[src/rtl/switch_debounce_pkg.sv]
// Shared switch-subsystem constants: default timing and per-bit debounce state encoding.
package switch_debounce_pkg;

    localparam int unsigned DefDebounceCycles = 1000000;
    localparam int unsigned DefSyncStages     = 2;

    localparam logic StateIdleEnc    = 1'b0;
    localparam logic StatePendingEnc = 1'b1;

    typedef enum logic {
        StIdle    = StateIdleEnc,
        StPending = StatePendingEnc
    } db_state_e;

endpackage

[src/rtl/switch_debounce_if.sv]
// Raw pin / debounced switch bundle. Optional edge outputs under SWITCH_DEBOUNCE_EDGE_EN.
interface switch_debounce_if #(
    parameter int unsigned WIDTH = 4
);
    logic [WIDTH-1:0] pin_raw;
    logic [WIDTH-1:0] sw_out;
    logic [WIDTH-1:0] sw_changed;
`ifdef SWITCH_DEBOUNCE_EDGE_EN
    logic [WIDTH-1:0] sw_rise;
    logic [WIDTH-1:0] sw_fall;

    modport master (output pin_raw, input sw_out, sw_changed, sw_rise, sw_fall);
    modport slave  (input pin_raw, output sw_out, sw_changed, sw_rise, sw_fall);
`else
    modport master (output pin_raw, input sw_out, sw_changed);
    modport slave  (input pin_raw, output sw_out, sw_changed);
`endif
endinterface

[src/rtl/switch_debounce_bit.sv]
// One switch bit: synchroniser chain, debounce counter and IDLE/PENDING state machine.
// SWITCH_DEBOUNCE_EDGE_EN adds registered rise/fall pulses alongside changed.
module switch_debounce_bit
    import switch_debounce_pkg::*;
#(
    parameter int unsigned SYNC_STAGES     = DefSyncStages,
    parameter int unsigned DEBOUNCE_CYCLES = DefDebounceCycles,
    parameter int unsigned CNT_W           = 20
) (
    input  logic clk,
    input  logic rstn,
    input  logic pin,
    output logic level,
    output logic changed
`ifdef SWITCH_DEBOUNCE_EDGE_EN
    ,
    output logic rise,
    output logic fall
`endif
);

    localparam logic [CNT_W-1:0] CntMax = CNT_W'(DEBOUNCE_CYCLES - 1);

    logic [SYNC_STAGES-1:0] sync_q;
    logic                   s;
    db_state_e              state_q, state_d;
    logic [CNT_W-1:0]       count_q, count_d;
    logic                   level_q, level_d;
    logic                   changed_q, changed_d;

    assign s = sync_q[SYNC_STAGES-1];

    always_ff @(posedge clk or negedge rstn) begin
        if (!rstn) begin
            sync_q    <= '0;
            state_q   <= StIdle;
            count_q   <= '0;
            level_q   <= 1'b0;
            changed_q <= 1'b0;
        end else begin
            sync_q    <= {sync_q[SYNC_STAGES-2:0], pin};
            state_q   <= state_d;
            count_q   <= count_d;
            level_q   <= level_d;
            changed_q <= changed_d;
        end
    end

    always_comb begin
        state_d   = state_q;
        count_d   = count_q;
        level_d   = level_q;
        changed_d = 1'b0;
        unique case (state_q)
            StIdle: begin
                if (s != level_q) begin
                    if (DEBOUNCE_CYCLES == 1) begin
                        level_d   = s;
                        changed_d = 1'b1;
                    end else begin
                        count_d = CNT_W'(1);
                        state_d = StPending;
                    end
                end
            end
            StPending: begin
                if (s == level_q) begin
                    // Glitch back to the accepted level: discard the run.
                    count_d = '0;
                    state_d = StIdle;
                end else if (count_q == CntMax) begin
                    level_d   = s;
                    count_d   = '0;
                    changed_d = 1'b1;
                    state_d   = StIdle;
                end else begin
                    count_d = count_q + CNT_W'(1);
                end
            end
            default: begin
                state_d = StIdle;
                count_d = '0;
            end
        endcase
    end

    assign level   = level_q;
    assign changed = changed_q;

`ifdef SWITCH_DEBOUNCE_EDGE_EN
    logic rise_q, fall_q;

    always_ff @(posedge clk or negedge rstn) begin
        if (!rstn) begin
            rise_q <= 1'b0;
            fall_q <= 1'b0;
        end else begin
            rise_q <= changed_d & level_d;
            fall_q <= changed_d & ~level_d;
        end
    end

    assign rise = rise_q;
    assign fall = fall_q;
`endif

endmodule

[src/rtl/switch_debounce.sv]
// Per-bit switch synchroniser and debouncer array feeding the switch status peripheral.
// Optional SWITCH_DEBOUNCE_EDGE_EN adds sw_rise/sw_fall pulses on the interface.
module switch_debounce
    import switch_debounce_pkg::*;
#(
    parameter int unsigned WIDTH           = 4,
    parameter int unsigned SYNC_STAGES     = DefSyncStages,
    parameter int unsigned DEBOUNCE_CYCLES = DefDebounceCycles,
    parameter int unsigned CNT_W           = 20
) (
    input logic              clk,
    input logic              rstn,
    switch_debounce_if.slave bus
);

    logic [WIDTH-1:0] level_w;
    logic [WIDTH-1:0] changed_w;
`ifdef SWITCH_DEBOUNCE_EDGE_EN
    logic [WIDTH-1:0] rise_w;
    logic [WIDTH-1:0] fall_w;
`endif

    for (genvar i = 0; i < WIDTH; i++) begin : g_bit
        switch_debounce_bit #(
            .SYNC_STAGES     (SYNC_STAGES),
            .DEBOUNCE_CYCLES (DEBOUNCE_CYCLES),
            .CNT_W           (CNT_W)
        ) u_bit (
            .clk     (clk),
            .rstn    (rstn),
            .pin     (bus.pin_raw[i]),
            .level   (level_w[i]),
            .changed (changed_w[i])
`ifdef SWITCH_DEBOUNCE_EDGE_EN
            ,
            .rise    (rise_w[i]),
            .fall    (fall_w[i])
`endif
        );
    end

    assign bus.sw_out     = level_w;
    assign bus.sw_changed = changed_w;
`ifdef SWITCH_DEBOUNCE_EDGE_EN
    assign bus.sw_rise    = rise_w;
    assign bus.sw_fall    = fall_w;
`endif

endmodule

[src/flat_wrapper.sv]
// flat-port wrapper written by rule: the top's interface ports become plain ports
module switch_debounce_flat import switch_debounce_pkg::*;
#(
    parameter int unsigned WIDTH           = 4,
    parameter int unsigned SYNC_STAGES     = DefSyncStages,
    parameter int unsigned DEBOUNCE_CYCLES = DefDebounceCycles,
    parameter int unsigned CNT_W           = 20
)
  (clk, rstn, bus_pin_raw, bus_sw_out, bus_sw_changed);
  switch_debounce_if #(.WIDTH(WIDTH)) bus_i ();
  input logic clk;
  input logic rstn;
  input wire logic [$bits(bus_i.pin_raw)-1:0] bus_pin_raw;
  output wire logic [$bits(bus_i.sw_out)-1:0] bus_sw_out;
  output wire logic [$bits(bus_i.sw_changed)-1:0] bus_sw_changed;
  assign bus_i.pin_raw = bus_pin_raw;
  assign bus_sw_out = bus_i.sw_out;
  assign bus_sw_changed = bus_i.sw_changed;
  switch_debounce #(.WIDTH(WIDTH), .SYNC_STAGES(SYNC_STAGES), .DEBOUNCE_CYCLES(DEBOUNCE_CYCLES), .CNT_W(CNT_W)) u_core (.clk(clk), .rstn(rstn), .bus(bus_i));
endmodule
[config.mk]
export PLATFORM = sky130hd
export DESIGN_NAME = switch_debounce_flat
export DESIGN_NICKNAME = d
export VERILOG_FILES = /design/src/rtl/switch_debounce_pkg.sv /design/src/rtl/switch_debounce_if.sv /design/src/rtl/switch_debounce_bit.sv /design/src/rtl/switch_debounce.sv /design/src/flat_wrapper.sv
export SDC_FILE = /design/constraint.sdc
export NUM_CORES = 1
export LEC_CHECK = 0
export CAP_MARGIN = 20
export CORE_AREA = 2 2 128 92
export DETAILED_ROUTE_END_ITERATION = 8
export DIE_AREA = 0 0 130 94
export DONT_BUFFER_PORTS = 1
export GPL_ROUTABILITY_DRIVEN = 0
export MAX_ROUTING_LAYER = met4
export PLACE_DENSITY = 0.74
export SLEW_MARGIN = 40
export SYNTH_ARGS = -nofsm -noshare
export SYNTH_HDL_FRONTEND = slang
export SYNTH_SLANG_ARGS = --single-unit
[constraint.sdc]
create_clock -name clk -period 3 [get_ports clk]
set_input_delay 0.3 -clock clk [delete_from_list [all_inputs] [get_ports clk]]
set_output_delay 0.3 -clock clk [all_outputs]
set_load 0.03 [all_outputs]
==> key figures, run 1 <==
Status
  – Result of the run: completed

Drt
  – Total iterations of the first detailed-routing run: 4
  – Via count: 4347
  – Number of antenna-violating nets in the routed design: 0
  – Via count normalized by instance count: 6.17
  – First-iteration detailed-routing DRC count: 367
  – Routed wirelength normalized by instance count: 15.8 µm
  – Total DRC errors in the routed layout: 0
  – Detailed-route wire length: 11100 µm

Power and ir drop
  – Maximum vdd ir drop: 0.000286 V
  – Switching pwr: 0.733 mW
  – Sequential cell fraction of total power: 0.511
  – Portion of total power attributed to combinational logic: 0.065
  – Leakage dissipation: 2.37 nW
  – Sum of internal, switching and leakage power: 2.77 mW
  – Clock network fraction of total power: 0.423
  – Power Internal: 2.03 mW
  – Pwr/cell area: 490 nW/µm²
  – Fraction of power spent switching nets: 0.265

Global routing
  – Residual overflow from global routing: 0
  – Global router's overall resource usage: 0.202
  – Number of global-route vias before repair: 3948
  – Antenna violations before repair: 0
  – Maximum number of pins on one net before global-route repair: 101
  – Wire length of the first global-routing pass: 19100 µm

STA
  – Number of setup violations in the final report: 0
  – Fraction of the cycle the final worst path needs: 0.814
  – Slew @ Worst Pin: 779 ps
  – Headroom to the max-slew limit: 0.480
  – Final-report hold violation count: 0
  – Final total negative setup slack: 0 ps
  – Setup repair after global routing missed its margin: false
  – Final max-slew violation count: 0
  – Min cycle time layout: 2440 ps
  – Achievable frequency: 409 MHz
  – Setup Skew: 6.81 ps

Critical path
  – CP max stage delay: 540 ps
  – Critical setup path kind: reg2reg
  – Startpoint class of the critical path: flip-flop
  – Crit-path slowest cell: or4_1
  – Crit path required time: 3250 ps
  – Largest fanout of any net on the critical path: 29
  – Most common cell on crit path: a21o_1
  – Kind of end point of the critical path: flip-flop
  – CP Data Arrival Time: 2690 ps
  – Series of cell instances along the critical path: or4_1, or4_4, o21ba_2, a21o_1, a21o_1
  – Slack of the worst reg-to-reg path: 560 ps

Logic synthesis
  – Post-synthesis simple-gate area fraction: 0.230
  – Net count after synthesis: 566
  – FF+latch count, synth: 100
  – Main area contributors after synthesis: dfrtp_1 48%, a31oi_1 5.2%, nand3_1 4.2%
  – Most used flip-flop cell after synthesis: dfrtp_1
  – Post-Synthesis Mean Instance Area: 9.33 µm²
  – Combined area of all synthesized cells: 5190 µm²
  – Fraction of post-synthesis cell area in the top cell type by area: 0.482
  – Multiplexer share of the synthesized area: 0.0318
  – Synth area leader: dfrtp_1
  – Post-Synthesis Cells: 556
  – Main combinational cell family by area after synthesis: simple AND/OR/NAND/NOR gates
  – Fraction of the yosys area taken by sequential cells: 0.482
  – Post-synthesis share of cell area spent on full adders, half adders and majority gates: 0.00965
  – Async S/R FF share, synth: 1.00
  – Xor/xnor cell area share of the yosys netlist: 0.0118
  – Most common cell in the synthesized netlist: dfrtp_1
  – Post-synthesis cell type count: 48
  – Number of enable-type register cells in the synthesized netlist: 0
  – Post-synthesis compound-gate area fraction: 0.194
  – Top post-synthesis cells by count: 100 x dfrtp_1, 56 x nand2_1, 44 x nand3_1
  – YS warnings: 0

Finish
  – Antenna fix cells: 0
  – Area delta synth->final: 8.97%
  – Post-route core utilization: 0.517
  – Fillcell total: 970
  – Share of final-layout standard cells stronger than drive strength 1: 0.0653
  – Count of non-filler cells in the finished layout: 704
  – # nets final: 556
  – Final design area excluding fillers: 5650 µm²

Clocking
  – Max Root-Sink Buffers: 2
  – H-Tree Level Count: 3
  – Clock tree from TritonCTS: yes
  – Root cell of the clock tree: clkbuf_16
  – Clock buffer count from CTS: 9
  – Clock transition at path regs: 80 ps
  – Source-to-sink clock delay at the later pin of the worst-skew pair: 350 ps
  – # clock sinks: 100

Place
  – Instance count after placement with tap cells included: 682
  – Count of input and output buffers: 0
  – Cell area after placement: 5270 µm²
  – Detailed placer's ending HPWL: 7280 µm

Floorplan
  – Die area: 12200 µm²
  – Placement Rows: 32
  – I/O Pins: 14
  – DIE WIDTH: 130 µm
  – Height of the die: 94 µm
  – Core Region: 10900 µm²
  – Initial cell density of the core: 0.475

Job
  – # Max-Cap Violations: 0

Hold path
  – Class of the tightest hold or removal check: reg2reg
[layout by cell type, fill, tap and decap left out, types with 10 or more instances in the layout]
cell / n
a22o_1: 15
nand2_1: 56
nand2b_1: 16
mux2i_1: 12
dfrtp_1: 100
o21ai_0: 23
and3_1: 14
nor3_1: 10
a21oi_1: 40
inv_1: 11
a31oi_1: 42
nand3_1: 44
nand4_1: 19
a21o_1: 12
nor2_1: 33
[final timing paths]
check,from,cells past startpoint,endpoint
min in group asynchronous,rstn,2,u_core.g_bit[0].u_bit.count_q[15]$_DFFE_PN0P_
max in group asynchronous,rstn,2,u_core.g_bit[2].u_bit.count_q[7]$_DFFE_PN0P_
hold / removal,u_core.g_bit[1].u_bit.sync_q[0]$_DFF_PN0_,0,u_core.g_bit[1].u_bit.sync_q[1]$_DFF_PN0_
setup / recovery,u_core.g_bit[3].u_bit.count_q[13]$_DFFE_PN0P_,5,u_core.g_bit[3].u_bit.count_q[17]$_DFFE_PN0P_
setup reg to reg,u_core.g_bit[3].u_bit.count_q[13]$_DFFE_PN0P_,5,u_core.g_bit[3].u_bit.count_q[17]$_DFFE_PN0P_
hold reg to reg,u_core.g_bit[1].u_bit.sync_q[0]$_DFF_PN0_,0,u_core.g_bit[1].u_bit.sync_q[1]$_DFF_PN0_
[cell type report]
class	instances	area, µm²	area share
clock buffers	9	225	0.0398
clock inverters	7	78.8	0.0139
flip-flops and latches	100	2500	0.443
multi-input cells	414	2510	0.443
well taps	153	191	0.0339
repair buffers	10	108	0.0190
inverters	11	41.3	0.00730
[stage by stage]
step                      hold slack (ps)  worst slack (ps)
after detailed placement             7.73               425
final                                 353               557
after global placement               8.67               533
after floorplan                      4.41               825
after global routing                  359               424
after CTS                             358               409
[power by group through the flow]
| stage | Combinational (mW) | Sequential, mW | Clock, mW |
|---|---|---|---|
| 2_1_floorplan | 0.119 | 1.43 | 0 |
| 3_3_place_gp | 0.134 | 1.44 | 0 |
| 3_5_place_dp | 0.144 | 1.44 | 0 |
| 4_1_cts | 0.182 | 1.41 | 1.20 |
| 5_1_grt | 0.204 | 1.42 | 1.24 |
| 6_report | 0.181 | 1.42 | 1.17 |
[metal layers]
layer	track usage	share of wire	vias up
met3	0.0467	0.055	14
li1	-	-	2073
met2	0.294	0.45	121
met5	-	0	-
met4	0.0591	0.012	0
met1	0.282	0.49	2139
[worst max-delay path: cells and delay by family (launching register included)]
| kind | cells | cell delay [ps] |
|---|---|---|
| flip-flops | 1 | 450 |
| AND/OR/NAND/NOR | 2 | 1060 |
| AO/OA/AOI/OAI | 3 | 820 |
[sequential cells by signal (all words and copies together) (netlist names)]
| register | count |
|---|---|
| u_core.g_bit.u_bit.state_q | 4 |
| u_core.g_bit.u_bit.level | 4 |
| u_core.g_bit.u_bit.changed | 4 |
| u_core.g_bit.u_bit.count_q | 80 |
| u_core.g_bit.u_bit.sync_q | 8 |
[logic make-up (layout without fill, tap and decap cells)]
| logic type | count (synthesis) | in the layout |
|---|---|---|
| compound gates | 158 | 158 |
| xor+xnor | 7 | 7 |
| buf+inv | 42 | 37 |
| flops | 100 | 100 |
| fa+ha+maj | 4 | 4 |
| simple gates | 229 | 229 |
| mux | 16 | 16 |
[timing repair]
item	CTS	global route
hold buffers	6	0
setup endpoints to repair	0	0
buffers inserted	0	0
hold endpoints to repair	104	0
resized for setup	0	0
Note: power is estimated with default switching activity, not from simulation.
==> run 2, diff against run 1 <==
Settings changed: PLACE_DENSITY 0.74 to 0.77.
Clock period 3 ns to 2.1 ns, I/O delays scaled along.
==> run 2 against run 1 <==
Net effect:
- the run now ends with negative hold slack, negative setup slack left
- sequential power increased by 42%
- core utilization increased by 3.3 points
- via count increased by 3.8%
- worst setup slack got worse by 590 ps
- register-to-register slack got worse by 590 ps
- critical endpoint is now u_core.g_bit[3].u_bit.count_q[4]$_DFFE_PN0P_
==> key figures, run 2 (synthesized netlist as in run 1, its figures left out) <==
Clocking
  – Hold buffers post-CTS: 4 (-2)
  – Root cell of the clock tree: clkbuf_16
  – Clock transition at path regs: 70 ps (about the same)
  – # clock sinks: 100 (unchanged)
  – H-Tree Level Count: 3 (unchanged)
  – Clock buffer count from CTS: 9 (unchanged)
  – Clock tree from TritonCTS: yes
  – Max Root-Sink Buffers: 2 (unchanged)
  – Source-to-sink clock delay at the later pin of the worst-skew pair: 350 ps (about the same)

Job
  – # Max-Cap Violations: 0 (unchanged)

Critical path
  – Critical setup path kind: reg2reg
  – Worst reg2reg path depth: 5 (unchanged)
  – Startpoint class of the critical path: flip-flop
  – CP Data Arrival Time: 2370 ps (-320 ps)
  – Most common cell on crit path: or4_4
  – Reg-to-reg endpoint: u_core.g_bit[3].u_bit.count_q[4]$_DFFE_PN0P_
  – CP max stage delay: 540 ps (about the same)
  – Kind of end point of the critical path: flip-flop
  – Slack of the worst reg-to-reg path: -30 ps (-590 ps)
  – Series of cell instances along the critical path: or4_4, or4_4, o21ba_4, a21o_1, a22o_1
  – Largest fanout of any net on the critical path: 8 (-72%)
  – FF-to-FF Start: u_core.g_bit[3].u_bit.count_q[11]$_DFFE_PN0P_
  – Crit-path slowest cell: or4_4
  – Worst setup endpoint: u_core.g_bit[3].u_bit.count_q[4]$_DFFE_PN0P_
  – Crit path required time: 2340 ps (-910 ps)
  – Crit path from: u_core.g_bit[3].u_bit.count_q[11]$_DFFE_PN0P_

Finish
  – Most common cell after layout, fill and taps aside: dfrtp_1
  – Antenna fix cells: 0 (unchanged)
  – Regs by FF count: u_core.g_bit.u_bit.count_q: 80 flops, u_core.g_bit.u_bit.sync_q: 8 flops
  – Count of non-filler cells in the finished layout: 747 (+6.1%)
  – Area delta synth->final: 15.8%
  – Max reg flops: 80 (unchanged)
  – Final design area excluding fillers: 6010 µm² (+6.3%)
  – Most frequent cells in the layout: 100 x dfrtp_1, 56 x nand2_1, 45 x buf_4, 44 x nand3_1, 42 x a31oi_1
  – Top reg by flops: u_core.g_bit.u_bit.count_q
  – Share of final-layout standard cells stronger than drive strength 1: 0.146 (+0.0811)
  – Post-route core utilization: 0.550 (+0.0326)
  – # nets final: 599 (+7.7%)

Power and ir drop
  – Pwr/cell area: 661 nW/µm² (+35%)
  – Maximum vdd ir drop: 0.000509 V (+78%)
  – Leakage dissipation: 2.59 nW (+9.3%)

Global routing
  – Global router's overall resource usage: 0.213 (+0.0117)
  – Antenna violations before repair: 0 (unchanged)
  – Maximum number of pins on one net before global-route repair: 101 (unchanged)
  – Residual overflow from global routing: 0 (unchanged)
  – Number of global-route vias before repair: 4320 (+9.4%)
  – Wire length of the first global-routing pass: 20100 µm (+5.4%)

Drt
  – Number of antenna-violating nets in the routed design: 0 (unchanged)
  – Total iterations of the first detailed-routing run: 5 (+1)
  – Via count normalized by instance count: 6.04 (-2.1%)
  – First-iteration detailed-routing DRC count: 429 (+17%)
  – Detailed-route wire length: 11700 µm (+5.6%)
  – Via count: 4514 (+3.8%)
  – Total DRC errors in the routed layout: 0 (unchanged)
  – Routed wirelength normalized by instance count: 15.7 µm (-0.44%)

STA
  – Setup Skew: 7.79 ps (+0.982 ps)
  – Minimum hold slack: -456 ps (-810 ps)
  – Setup repair after global routing missed its margin: true
  – Achievable frequency: 469 MHz (+15%)
  – Fraction of the cycle the final worst path needs: 1.02 (+0.201)
  – Number of setup violations in the final report: 4 (+4)
  – Worst-case setup margin in the final layout: -32.9 ps (-590 ps)
  – Min cycle time layout: 2130 ps (-310 ps)
  – Final-report hold violation count: 100 (+100)
  – Headroom to the max-slew limit: 0.566 (+0.0866)
  – Final max-slew violation count: 0 (unchanged)
  – Slew @ Worst Pin: 648 ps (-131 ps)

Place
  – Cell area after placement: 5570 µm² (+5.6%)
  – Count of input and output buffers: 0 (unchanged)
  – Instance count after placement with tap cells included: 721 (+5.7%)
  – Detailed placer's ending HPWL: 7800 µm (+7.1%)

Floorplan
  – Die area: 12200 µm² (unchanged)
  – Initial cell density of the core: 0.475 (unchanged)
  – Core Region: 10900 µm² (unchanged)
  – DIE WIDTH: 130 µm (unchanged)
  – I/O Pins: 14 (unchanged)
  – Placement Rows: 32 (unchanged)
  – Height of the die: 94 µm (unchanged)

Status
  – Violations in the final reports: negative hold slack, negative setup slack
  – Result of the run: complete, but fails checks

Hold path
  – Class of the tightest hold or removal check: in2async
## run 2: where the power goes
group	total, mW	internal (mW)	leakage [nW]	switching, mW
logic	0.261	0.115	1.08	0.146
registers	2.02	1.97	1.36	0.0461
clock network	1.69	0.956	0.153	0.738
total	3.97	3.04	2.59	0.930
## run 2: area by class of cell
cell class	instances	area [µm²]
clock buffers	10	239
flip-flops and latches	100	2500
repair buffers	51	400
fillers	942	4920
clock inverters	6	62.6
multi-input cells	416	2570
inverters	11	41.3
well taps	153	191
## run 2: how the worst min path moves through the flow
stage	from	end	cells past startpoint
2_1_floorplan	rstn	u_core.g_bit[0].u_bit.changed$_DFF_PN0_	0
3_3_place_gp	rstn	u_core.g_bit[3].u_bit.changed$_DFF_PN0_	0
3_5_place_dp	rstn	u_core.g_bit[0].u_bit.changed$_DFF_PN0_	0
4_1_cts	rstn	u_core.g_bit[3].u_bit.count_q[11]$_DFFE_PN0P_	0
5_1_grt	rstn	u_core.g_bit[3].u_bit.count_q[2]$_DFFE_PN0P_	0
6_report	rstn	u_core.g_bit[3].u_bit.count_q[10]$_DFFE_PN0P_	0
## run 2: per-layer routing
layer  GRT usage  vias to the layer above  share of wire
met1       0.280                     2205           0.47
li1            -                     2151              -
met3      0.0495                       16          0.058
met4      0.0645                        0          0.013
met5           -                        -              0
met2       0.333                      142           0.46
## run 2: metrics by stage
stage | total power, mW | worst slack (ps) | setup TNS [ps]
floorplan | 2.22 | -1.86 | -5.57
global route | 4.12 | -65.7 | -661
finish | 3.97 | -32.9 | -70.0
CTS | 4.01 | -32.3 | -74.2
detailed placement | 2.29 | -71.7 | -352
global placement | 2.27 | 3.56 | 0
## run 2: critical path, delay by kind of cell, from the launching register on
kind | cells | cell delay [ps]
and+or+nand+nor | 2 | 1020
AOI/OAI and AO/OA | 3 | 600
DFF | 1 | 390
## run 2: timing repair
item	in CTS	in global routing
cloned	2	0
buffers inserted	0	4
setup endpoints to repair	10	47
gates resized for setup	3	8
pin swaps	4	3
endpoints found under the hold margin	104	100
